File: src/rtl/udp_tx_framer.sv
// Store-and-forward UDP/IPv4/Ethernet II transmit framer.
// Buffers one payload frame, then emits the 42-byte header followed by the payload.
//
// state      | meaning
// -----------+-----------------------------------------------------------
// ST_CAPTURE | accepting payload bytes into the buffer
// ST_DROP    | oversize frame, discarding bytes until tlast
// ST_CSUM    | one cycle to register the IPv4 header checksum
// ST_HDR     | streaming header bytes 0..41
// ST_PAYLOAD | streaming buffered payload bytes, tlast on the final one
module udp_tx_framer #(
    parameter logic [47:0] DST_MAC     = 48'h00_0A_35_00_00_02,
    parameter logic [47:0] SRC_MAC     = 48'h00_0A_35_00_00_01,
    parameter logic [31:0] SRC_IP      = 32'hC0A8010A,
    parameter logic [31:0] DST_IP      = 32'hC0A80114,
    parameter logic [15:0] SRC_PORT    = 16'd1234,
    parameter logic [15:0] DST_PORT    = 16'd1234,
    parameter logic [7:0]  TTL         = 8'd64,
    parameter int          MAX_PAYLOAD = 256
) (
    input  logic       clk,
    input  logic       rst_n,
    input  logic [7:0] s_axis_tdata,
    input  logic       s_axis_tvalid,
    input  logic       s_axis_tlast,
    output logic       s_axis_tready,
    output logic [7:0] m_axis_tdata,
    output logic       m_axis_tvalid,
    output logic       m_axis_tlast,
    input  logic       m_axis_tready
);

    localparam int CW      = $clog2(MAX_PAYLOAD + 1);
    localparam int AW      = (MAX_PAYLOAD > 1) ? $clog2(MAX_PAYLOAD) : 1;
    localparam int IW      = (CW > 6) ? CW : 6;
    localparam int HDR_LEN = 42;

    typedef enum logic [2:0] {
        ST_CAPTURE,
        ST_DROP,
        ST_CSUM,
        ST_HDR,
        ST_PAYLOAD
    } state_t;

    state_t          state_q, state_d;
    logic [CW-1:0]   cnt_q, cnt_d;
    logic [CW-1:0]   len_q, len_d;
    logic [IW-1:0]   idx_q, idx_d;
    logic [15:0]     id_q, id_d;
    logic [15:0]     csum_q, csum_d;
    logic            s_rdy_q, s_rdy_d;
    logic            m_valid_q, m_valid_d;
    logic            m_last_q, m_last_d;
    logic [7:0]      m_data_q, m_data_d;
    logic            wr_en;
    logic            s_acc;
    logic            m_free;

    logic [7:0]      buf_mem [MAX_PAYLOAD];
    logic [15:0]     ip_total;
    logic [15:0]     udp_len;
    logic [19:0]     csum_acc;
    logic [16:0]     csum_fold1;
    logic [15:0]     csum_fold2;
    logic [HDR_LEN*8-1:0] hdr_vec;
    logic [7:0]      hdr_byte;
    logic [7:0]      pay_byte;

    assign ip_total = 16'd28 + 16'(len_q);
    assign udp_len  = 16'd8 + 16'(len_q);

    // 20-bit sum of the ten header words (checksum field as zero), folded twice
    assign csum_acc = 20'h04500 + 20'(ip_total) + 20'(id_q) + 20'h04000
                    + {4'h0, TTL, 8'h11}
                    + {4'h0, SRC_IP[31:16]} + {4'h0, SRC_IP[15:0]}
                    + {4'h0, DST_IP[31:16]} + {4'h0, DST_IP[15:0]};
    assign csum_fold1 = {1'b0, csum_acc[15:0]} + {13'h0, csum_acc[19:16]};
    assign csum_fold2 = csum_fold1[15:0] + {15'h0, csum_fold1[16]};

    assign hdr_vec = {DST_MAC, SRC_MAC, 16'h0800, 8'h45, 8'h00, ip_total,
                      id_q, 16'h4000, TTL, 8'h11, csum_q, SRC_IP, DST_IP,
                      SRC_PORT, DST_PORT, udp_len, 16'h0000};
    assign hdr_byte = hdr_vec[(HDR_LEN - 1 - int'(idx_q[5:0])) * 8 +: 8];
    assign pay_byte = buf_mem[idx_q[AW-1:0]];

    assign s_acc  = s_rdy_q & s_axis_tvalid;
    assign m_free = ~m_valid_q | m_axis_tready;

    always_comb begin
        state_d   = state_q;
        cnt_d     = cnt_q;
        len_d     = len_q;
        idx_d     = idx_q;
        id_d      = id_q;
        csum_d    = csum_q;
        m_valid_d = m_valid_q;
        m_last_d  = m_last_q;
        m_data_d  = m_data_q;
        wr_en     = 1'b0;

        case (state_q)
            ST_CAPTURE: begin
                if (s_acc) begin
                    wr_en = 1'b1;
                    cnt_d = cnt_q + CW'(1);
                    if (s_axis_tlast) begin
                        len_d   = cnt_q + CW'(1);
                        state_d = ST_CSUM;
                    end else if (cnt_q == CW'(MAX_PAYLOAD - 1)) begin
                        state_d = ST_DROP;
                    end
                end
            end
            ST_DROP: begin
                if (s_acc && s_axis_tlast) begin
                    cnt_d   = '0;
                    state_d = ST_CAPTURE;
                end
            end
            ST_CSUM: begin
                csum_d  = ~csum_fold2;
                idx_d   = '0;
                state_d = ST_HDR;
            end
            ST_HDR: begin
                if (m_free) begin
                    m_valid_d = 1'b1;
                    m_last_d  = 1'b0;
                    m_data_d  = hdr_byte;
                    if (idx_q == IW'(HDR_LEN - 1)) begin
                        idx_d   = '0;
                        state_d = ST_PAYLOAD;
                    end else begin
                        idx_d = idx_q + IW'(1);
                    end
                end
            end
            ST_PAYLOAD: begin
                // final byte is already in the output register: wait for its handshake
                if (m_valid_q && m_last_q) begin
                    if (m_axis_tready) begin
                        m_valid_d = 1'b0;
                        m_last_d  = 1'b0;
                        id_d      = id_q + 16'd1;
                        cnt_d     = '0;
                        state_d   = ST_CAPTURE;
                    end
                end else if (m_free) begin
                    m_valid_d = 1'b1;
                    m_data_d  = pay_byte;
                    m_last_d  = (idx_q == IW'(len_q) - IW'(1));
                    idx_d     = idx_q + IW'(1);
                end
            end
            default: state_d = ST_CAPTURE;
        endcase

        s_rdy_d = (state_d == ST_CAPTURE) || (state_d == ST_DROP);
    end

    always_ff @(posedge clk or negedge rst_n) begin
        if (!rst_n) begin
            state_q   <= ST_CAPTURE;
            cnt_q     <= '0;
            len_q     <= '0;
            idx_q     <= '0;
            id_q      <= '0;
            csum_q    <= '0;
            s_rdy_q   <= 1'b0;
            m_valid_q <= 1'b0;
            m_last_q  <= 1'b0;
            m_data_q  <= '0;
        end else begin
            state_q   <= state_d;
            cnt_q     <= cnt_d;
            len_q     <= len_d;
            idx_q     <= idx_d;
            id_q      <= id_d;
            csum_q    <= csum_d;
            s_rdy_q   <= s_rdy_d;
            m_valid_q <= m_valid_d;
            m_last_q  <= m_last_d;
            m_data_q  <= m_data_d;
        end
    end

    always_ff @(posedge clk) begin
        if (wr_en) buf_mem[cnt_q[AW-1:0]] <= s_axis_tdata;
    end

    assign s_axis_tready = s_rdy_q;
    assign m_axis_tvalid = m_valid_q;
    assign m_axis_tlast  = m_last_q;
    assign m_axis_tdata  = m_data_q;

endmodule

File: config.mk
export PLATFORM = sky130hd
export DESIGN_NAME = udp_tx_framer
export DESIGN_NICKNAME = d
export VERILOG_FILES = /design/src/rtl/udp_tx_framer.sv
export SDC_FILE = /design/constraint.sdc
export NUM_CORES = 2
export LEC_CHECK = 0
export BUFFER_PORTS_ARGS = -buffer_cell sky130_fd_sc_hd__buf_4
export CORE_ASPECT_RATIO = 1.5
export CORE_MARGIN = 2
export CORE_UTILIZATION = 30
export DETAILED_ROUTE_END_ITERATION = 16
export HOLD_SLACK_MARGIN = 0.05
export REMOVE_ABC_BUFFERS = 1
export SYNTH_ARGS = -nofsm -noshare
export SYNTH_HDL_FRONTEND = slang
export SYNTH_SLANG_ARGS = --single-unit
File: constraint.sdc
create_clock -name clk -period 8 [get_ports clk]
set_input_delay 0.4 -clock clk [delete_from_list [all_inputs] [get_ports clk]]
set_output_delay 0.4 -clock clk [all_outputs]
set_load 0.03 [all_outputs]
# After elaboration in Yosys (flattened, before gate mapping)

Memories as Yosys holds them, arrays and structs flattened.
Index checks and enable logic that the tools add are counted.

Add/subtract/negate cells: 17
Multiply operators: 0
Divide/modulo/power cells: 0
Magnitude comparators: 0
Equal/unequal tests: 17
Shift operators: 1
Mux-type cells: 35
Bitwise operators: 4
Reduce and logical (&&, ||, !) cells: 15

Operators with widths:

| cell                                                              | count |
|---|---|
| 336-bit by 10-bit variable part select with 8-bit output          | 1 |
| 9-bit 2-to-1 mux                                                  | 8 |
| 9-bit case mux with 3 select lines                                | 2 |
| 20-bit by 9-bit adder with 20-bit output (second input constant)  | 2 |
| 3-bit 2-to-1 mux                                                  | 8 |
| 8-bit 2-to-1 mux                                                  | 3 |
| 19-bit by 16-bit adder with 20-bit output (second input constant) | 1 |
| 20-bit by 16-bit adder with 20-bit output (second input constant) | 1 |
| 18-bit by 15-bit adder with 19-bit output (second input constant) | 1 |
| 17-bit by 15-bit adder with 18-bit output (second input constant) | 1 |
| 9-bit by 1-bit adder with 9-bit output (second input constant)    | 2 |
| 16-bit by 16-bit adder with 17-bit output                         | 1 |
| 16-bit by 4-bit adder with 17-bit output                          | 1 |
| 15-bit by 10-bit adder with 16-bit output (first input constant)  | 1 |
| 16-bit by 1-bit adder with 16-bit output                          | 1 |
| 16-bit by 1-bit adder with 16-bit output (second input constant)  | 1 |
| 16-bit inverter                                                   | 1 |
| 8-bit case mux with 2 select lines                                | 1 |
| 3-bit case mux with 5 select lines                                | 1 |
| 2-bit != test (second input constant)                             | 7 |
| 4-bit AND reduction                                               | 3 |
| 4-bit by 9-bit adder with 10-bit output (first input constant)    | 1 |
| 5-bit by 9-bit adder with 10-bit output (first input constant)    | 1 |
| 1-bit 2-to-1 mux                                                  | 10 |
| 21 further kinds                                                  | 29 |

Bits in registers: 73
Bits in latches: 0
Bits in writable memories: 2048
Bits in read-only memories: 0
Output and inout port bits: 11
Logic and storage cells: 100
Memories: 1

Memories:

| name    | words | bits a word | rd ports | clocked after memory_dff | write ports | RTL line | source |
|---|---|---|---|---|---|---|---|
| buf_mem | 256   | 8           | 1        | 0                        | 1           | 60       | `logic [7:0] buf_mem [MAX_PAYLOAD];` |

# Logic depth before layout (Yosys ltp)

Depth in word-level cells: 12
Gate-level depth with buffers: 34
Mapped depth without buffers: 33

# Worst setup path before layout

OpenSTA, ideal clock, no wires.

Path type: reg-to-reg
From: register len_q[3]
To: register csum_q[15]
Arrival: 6.237 ns
Path slack: 1.639 ns
Stages on the path, launching flop included: 34
Path buffers: 1
Path through: dfrtp_1 > inv_1 > ha_1 > a21boi_0 > nor2_1 > xor2_1 > ha_1 > ha_1 > clkbuf_1 > a21o_1 > a21o_1 > nor3_1 > a21o_1 > nor3_1 > o21ai_0 > o21bai_1 > ha_1 > inv_1 > ha_1 > nor2_1 > and4_1 > nand2_1 > nor2_1 > nand4_1 > nor3_1 > ha_1 > nor2b_1 > nor2b_1 > nand2_1 > nor2_1 > nand4_1 > o21bai_1 > or3_1 > a211o_1

Word-level cells in the longest chain between the ends: 12

Ends and longest elaborated chain:

| what                                      | RTL line | source |
|---|---|---|
| from (decl)                               | 48       | `logic [CW-1:0] len_q, len_d;` |
| from (signal assigned)                    | 177      | `len_q <= len_d;` |
| 5-bit by 9-bit adder with 10-bit output   | 70       | `assign ip_total = 16'd28 + 16'(len_q);` |
| 15-bit by 10-bit adder with 16-bit output | 74       | `assign csum_acc = 20'h04500 + 20'(ip_total) + 20'(id_q) + 20'h04000` |
| 16-bit by 16-bit adder with 17-bit output | 74       |  |
| 17-bit by 15-bit adder with 18-bit output | 74       |  |
| 18-bit by 15-bit adder with 19-bit output | 75       | `+ {4'h0, TTL, 8'h11}` |
| 19-bit by 16-bit adder with 20-bit output | 76       | `+ {4'h0, SRC_IP[31:16]} + {4'h0, SRC_IP[15:0]}` |
| 20-bit by 9-bit adder with 20-bit output  | 76       |  |
| 20-bit by 16-bit adder with 20-bit output | 77       | `+ {4'h0, DST_IP[31:16]} + {4'h0, DST_IP[15:0]};` |
| 20-bit by 9-bit adder with 20-bit output  | 77       |  |
| 16-bit by 4-bit adder with 17-bit output  | 78       | `assign csum_fold1 = {1'b0, csum_acc[15:0]} + {13'h0, csum_acc[19:16]};` |
| 16-bit by 1-bit adder with 16-bit output  | 79       | `assign csum_fold2 = csum_fold1[15:0] + {15'h0, csum_fold1[16]};` |
| 16-bit inverter                           | 122      | `csum_d = ~csum_fold2;` |
| to (signal assigned)                      | 180      | `csum_q <= csum_d;` |
| to (decl)                                 | 51       | `logic [15:0] csum_q, csum_d;` |

No other way between the ends.
A chain may end at the register's enable or synchronous reset.

# Worst setup path in the final report

Ends and elaborated chain as after synthesis.

==> flow_results.org <==
** Placement
- Count of buffers from port buffering :: 23
- Dpl cells :: 7671
- After legalization and detailed placement, the total HPWL measured 129000 um.
- Post-Place Setup Slack :: 0.569 ns
- At the end of routability-driven placement, the weighted congestion stood at 0.882.

** Floorplanning
- Core Rows :: 239
- In this run the vertical extent of the chip is 657 um.
- After floorplanning, the core was sized to cover 283000 um2.
- For this configuration, the core starts out at a cell density of 0.302.
- Chip width :: 439 um
- Total Die Area :: 289000 um2
- During I/O placement, the number of pins put on the boundary was 24.

** Clock network
- CTS tree :: built
- Buffers inserted by post-CTS timing repair :: 0
- Number of H-tree branching levels :: 4
- Buffer type at the clock tree root :: sky130_fd_sc_hd__clkbuf_16
- Maximum clock path buffer count :: 4
- At the later pin of the worst-skew pair, clock insertion delay measures 0.83 ns.
- The clock drives 2121 sinks.
- Clock buffer count from CTS :: 180
- Register clock-pin slew on the reported worst setup and hold paths :: 0.07 ns

** Logic synthesis
- Synthesis handed over a netlist of 4091 instances.
- Of all flip-flops after synthesis, the portion carrying an async set or reset was 0.0344.
- Synth area leaders :: sky130_fd_sc_hd__edfxtp_1 (72%), sky130_fd_sc_hd__mux4_2 (17%), sky130_fd_sc_hd__dfrtp_1 (2.1%)
- Area of the mapped netlist :: 85300 um2
- During synthesis, Yosys emitted a total of 0 warnings.
- By count the netlist is led by sky130_fd_sc_hd__edfxtp_1 (2048), sky130_fd_sc_hd__mux4_2 (657), sky130_fd_sc_hd__nor2_1 (339).
- The synthesized design contains 2048 enable-type register cells.
- Synthesis instantiated 70 different standard cells from the library.
- Seq/Total Area, Yosys :: 0.743
- The most used flip-flop cell after synthesis is sky130_fd_sc_hd__edfxtp_1.
- sky130_fd_sc_hd__edfxtp_1 is the most common cell in the netlist.
- The share of synthesized area in the top cell type comes to 0.721.
- Mean post-synth cell area :: 20.8 um2
- Register bit count reported by yosys :: 2121
- Of all cell types, the one taking the most synthesized area is sky130_fd_sc_hd__edfxtp_1.

** Critical path
- Setup Crit Path Kind :: reg2reg
- The cell that appears most often on the critical path is sky130_fd_sc_hd__ha_1.
- Kind of end point of the critical path :: flip-flop
- Setup slack on the worst reg-to-reg path comes out at 0.68 ns.
- CP max stage delay :: 0.45 ns
- STA puts the critical path data required time at 8.69 ns.
- Path depth of the worst reg2reg path :: 32
- The worst setup path is launched from a flip-flop.
- On the critical path, the stage with the largest delay is an instance of sky130_fd_sc_hd__dfrtp_1.
- In this run the critical register-to-register path is captured at csum_q[15].
- In this run the worst path has a maximum fanout of 8.
- Start point of the critical path :: len_q[3]
- STA puts the critical path data arrival time at 8.01 ns.
- Reg2Reg Launch Point :: len_q[3]

** Global route
- The via count of the first global-routing pass was 42200.
- For this run, global-route usage on met1 was measured as 0.175.
- For this run, global-route usage on met3 was measured as 0.0184.
- After global routing the overflow that remains totals 0.
- In the global route stage, met2 resource usage came out at 0.264.
- The layer flagged by global routing as most heavily used is met2.
- The initial antenna violation count was 6.
- Entering global routing, the biggest net connects 185 pins.
- The first global-routing pass estimated 308000 um of wire.
- Overall global routing resource usage :: 0.145

** Timing
- Post-route fraction of the period consumed by the critical path :: 0.915
- Post-Route Setup TNS :: 0 ns
- The number of slew-limit violations in the final report is 0.
- Final critical-path required period :: 7.32 ns
- Setup repair after global routing left no endpoint under its margin.
- Between clock sinks in the finished design, the worst skew comes to 0.0388 ns.
- Worst relative slew slack :: 0.117
- Setup slack closes at 0.679 ns.
- Slew at the pin with the worst max-slew slack :: 1.32 ns
- Final hold vios :: 0
- Fmax achieved :: 137 MHz
- Count of final setup violators :: 0

** Min path
- Worst Hold Endpoint :: buf_mem[159][2]
- Counting instances, the worst hold path has a depth of 1.
- In this run the most critical hold path is launched from s_axis_tdata[2].
- Hold Path Class :: in2reg

** Drt
- Once detail routing completed, the nets flagged for antenna violations numbered 0.
- Post-DR vias/cell :: 5.08
- Average detailed-routed wire length per instance :: 26.6 um
- Detailed router's first-iteration violation count :: 3868
- The first detailed-routing pass took 6 iterations.
- Aggregate routed wire length :: 213000 um
- Vias after detailed routing :: 40700
- After detailed routing, the number of remaining DRC violations is 0.

** Layout
- Ratio of cells with drive above 1 in the final layout :: 0.244
- Counting the fill cells in the layout gives 26100.
- Summing all multi-input logic gate instances after layout gives 20800 um2.
- Registers take 63300 um2.
- After the last flow step, the layout net total stands at 4180.
- Relative to the synthesized area, the layout overhead comes to 12.3%.
- Excluding fillers, the count of instances in the completed layout stands at 8000.

** Run status
- The flow ran to the end, and the final reports show no timing, DRC or antenna violations.

** Power
- The analysis attributes to cell leakage a power of 0.0283 uW.
- Total power for the finished layout comes to 28100 uW.
- For this design the ratio of total power to cell area is 293 nW/um2.
- IR Drop Worst-Case VDD :: 0.206 mV

** Run
- Max-cap violations in this run came to 0.
## cell type report
| cell class | instances | share of cell area |
|---|---|---|
| inverter | 43 | 0.00169 |
| multi-input combinational | 1693 | 0.217 |
| timing repair buffer | 83 | 0.00936 |
| antenna | 4 | 0.000105 |
| sequential | 2121 | 0.662 |
| clock buffer | 221 | 0.0499 |
| tap | 3735 | 0.0488 |
| clock inverter | 100 | 0.0116 |
## metal layers
metal / up-vias / part of all wire
met5: - / 0.000099
met4: 4 / 0.038
met3: 329 / 0.051
met2: 1324 / 0.54
met1: 22000 / 0.37
li1: 17000 / -
## cells in the final DEF, fill, tap and decap left out, types with 28 or more instances in the layout
master,count
sky130_fd_sc_hd__o21ai_0,80
sky130_fd_sc_hd__nand2_1,130
sky130_fd_sc_hd__edfxtp_1,2048
sky130_fd_sc_hd__clkinv_2,34
sky130_fd_sc_hd__mux4_2,657
sky130_fd_sc_hd__clkbuf_1,34
sky130_fd_sc_hd__clkinv_1,28
sky130_fd_sc_hd__clkbuf_16,184
sky130_fd_sc_hd__a21oi_1,47
sky130_fd_sc_hd__dfrtp_1,67
sky130_fd_sc_hd__ha_1,44
sky130_fd_sc_hd__buf_4,54
sky130_fd_sc_hd__nor2_1,339
sky130_fd_sc_hd__nand3_1,35
sky130_fd_sc_hd__inv_1,40
sky130_fd_sc_hd__xnor2_1,43
## power by group
| part | switching [uW] | internal [uW] | total (uW) |
|---|---|---|---|
| Clock | 3970 | 5000 | 8970 |
| Sequential | 220 | 12300 | 12500 |
| Combinational | 3640 | 3010 | 6650 |
## per-stage QoR
stage,utilization,cell area [um2],hold slack [ns]
final,0.339,95700,0.172
after detailed placement,0.318,89800,0.479
after CTS,0.339,95700,0.140
after global placement,0.318,89800,0.468
after floorplan,-,84200,0.104
after global routing,0.339,95700,0.163
## critical path: cells and delay by family (launching register included)
| family | cells | cell delay (ns) |
|---|---|---|
| AND/OR/NAND/NOR | 15 | 2.95 |
| AO/OA/AOI/OAI | 8 | 1.77 |
| adder cells (fa/ha/maj) | 6 | 1.63 |
| flip-flops | 1 | 0.45 |
| XOR/XNOR | 1 | 0.20 |
| buffers and inverters | 2 | 0.19 |
## worst max path at each step
stage | end | slack (ns) | cells after the start
floorplan | m_axis_tdata[7] | -15.01 | 6
global placement | csum_q[15] | 0.63 | 32
detailed placement | csum_q[15] | 0.57 | 32
CTS | csum_q[15] | 0.51 | 32
global route | csum_q[15] | 0.08 | 32
finish | csum_q[15] | 0.68 | 32
## flip-flops by register name, indices dropped and copies added (netlist names), 3 cells and up
signal and flops:
state_q 3, idx_q 9, len_q 9, buf_mem 2048, id_q 16, cnt_q 9
csum_q 16, m_axis_tdata 8
## repair_timing
action                                 in CTS  in global routing
setup endpoints to repair                   0                  2
hold buffers                                4                  0
gates resized for setup                     0                  2
endpoints found under the hold margin      77                  0
## kinds of logic after synthesis
group,synth area share
DFF,0.743
muxes,0.178
and+or+nand+nor,0.0312
buffers and inverters,0.0142
AOI/OAI and AO/OA,0.0200
xor gates and xnor gates,0.00709
adders and majority gates,0.00669
Power figures use the tool's default switching activity.
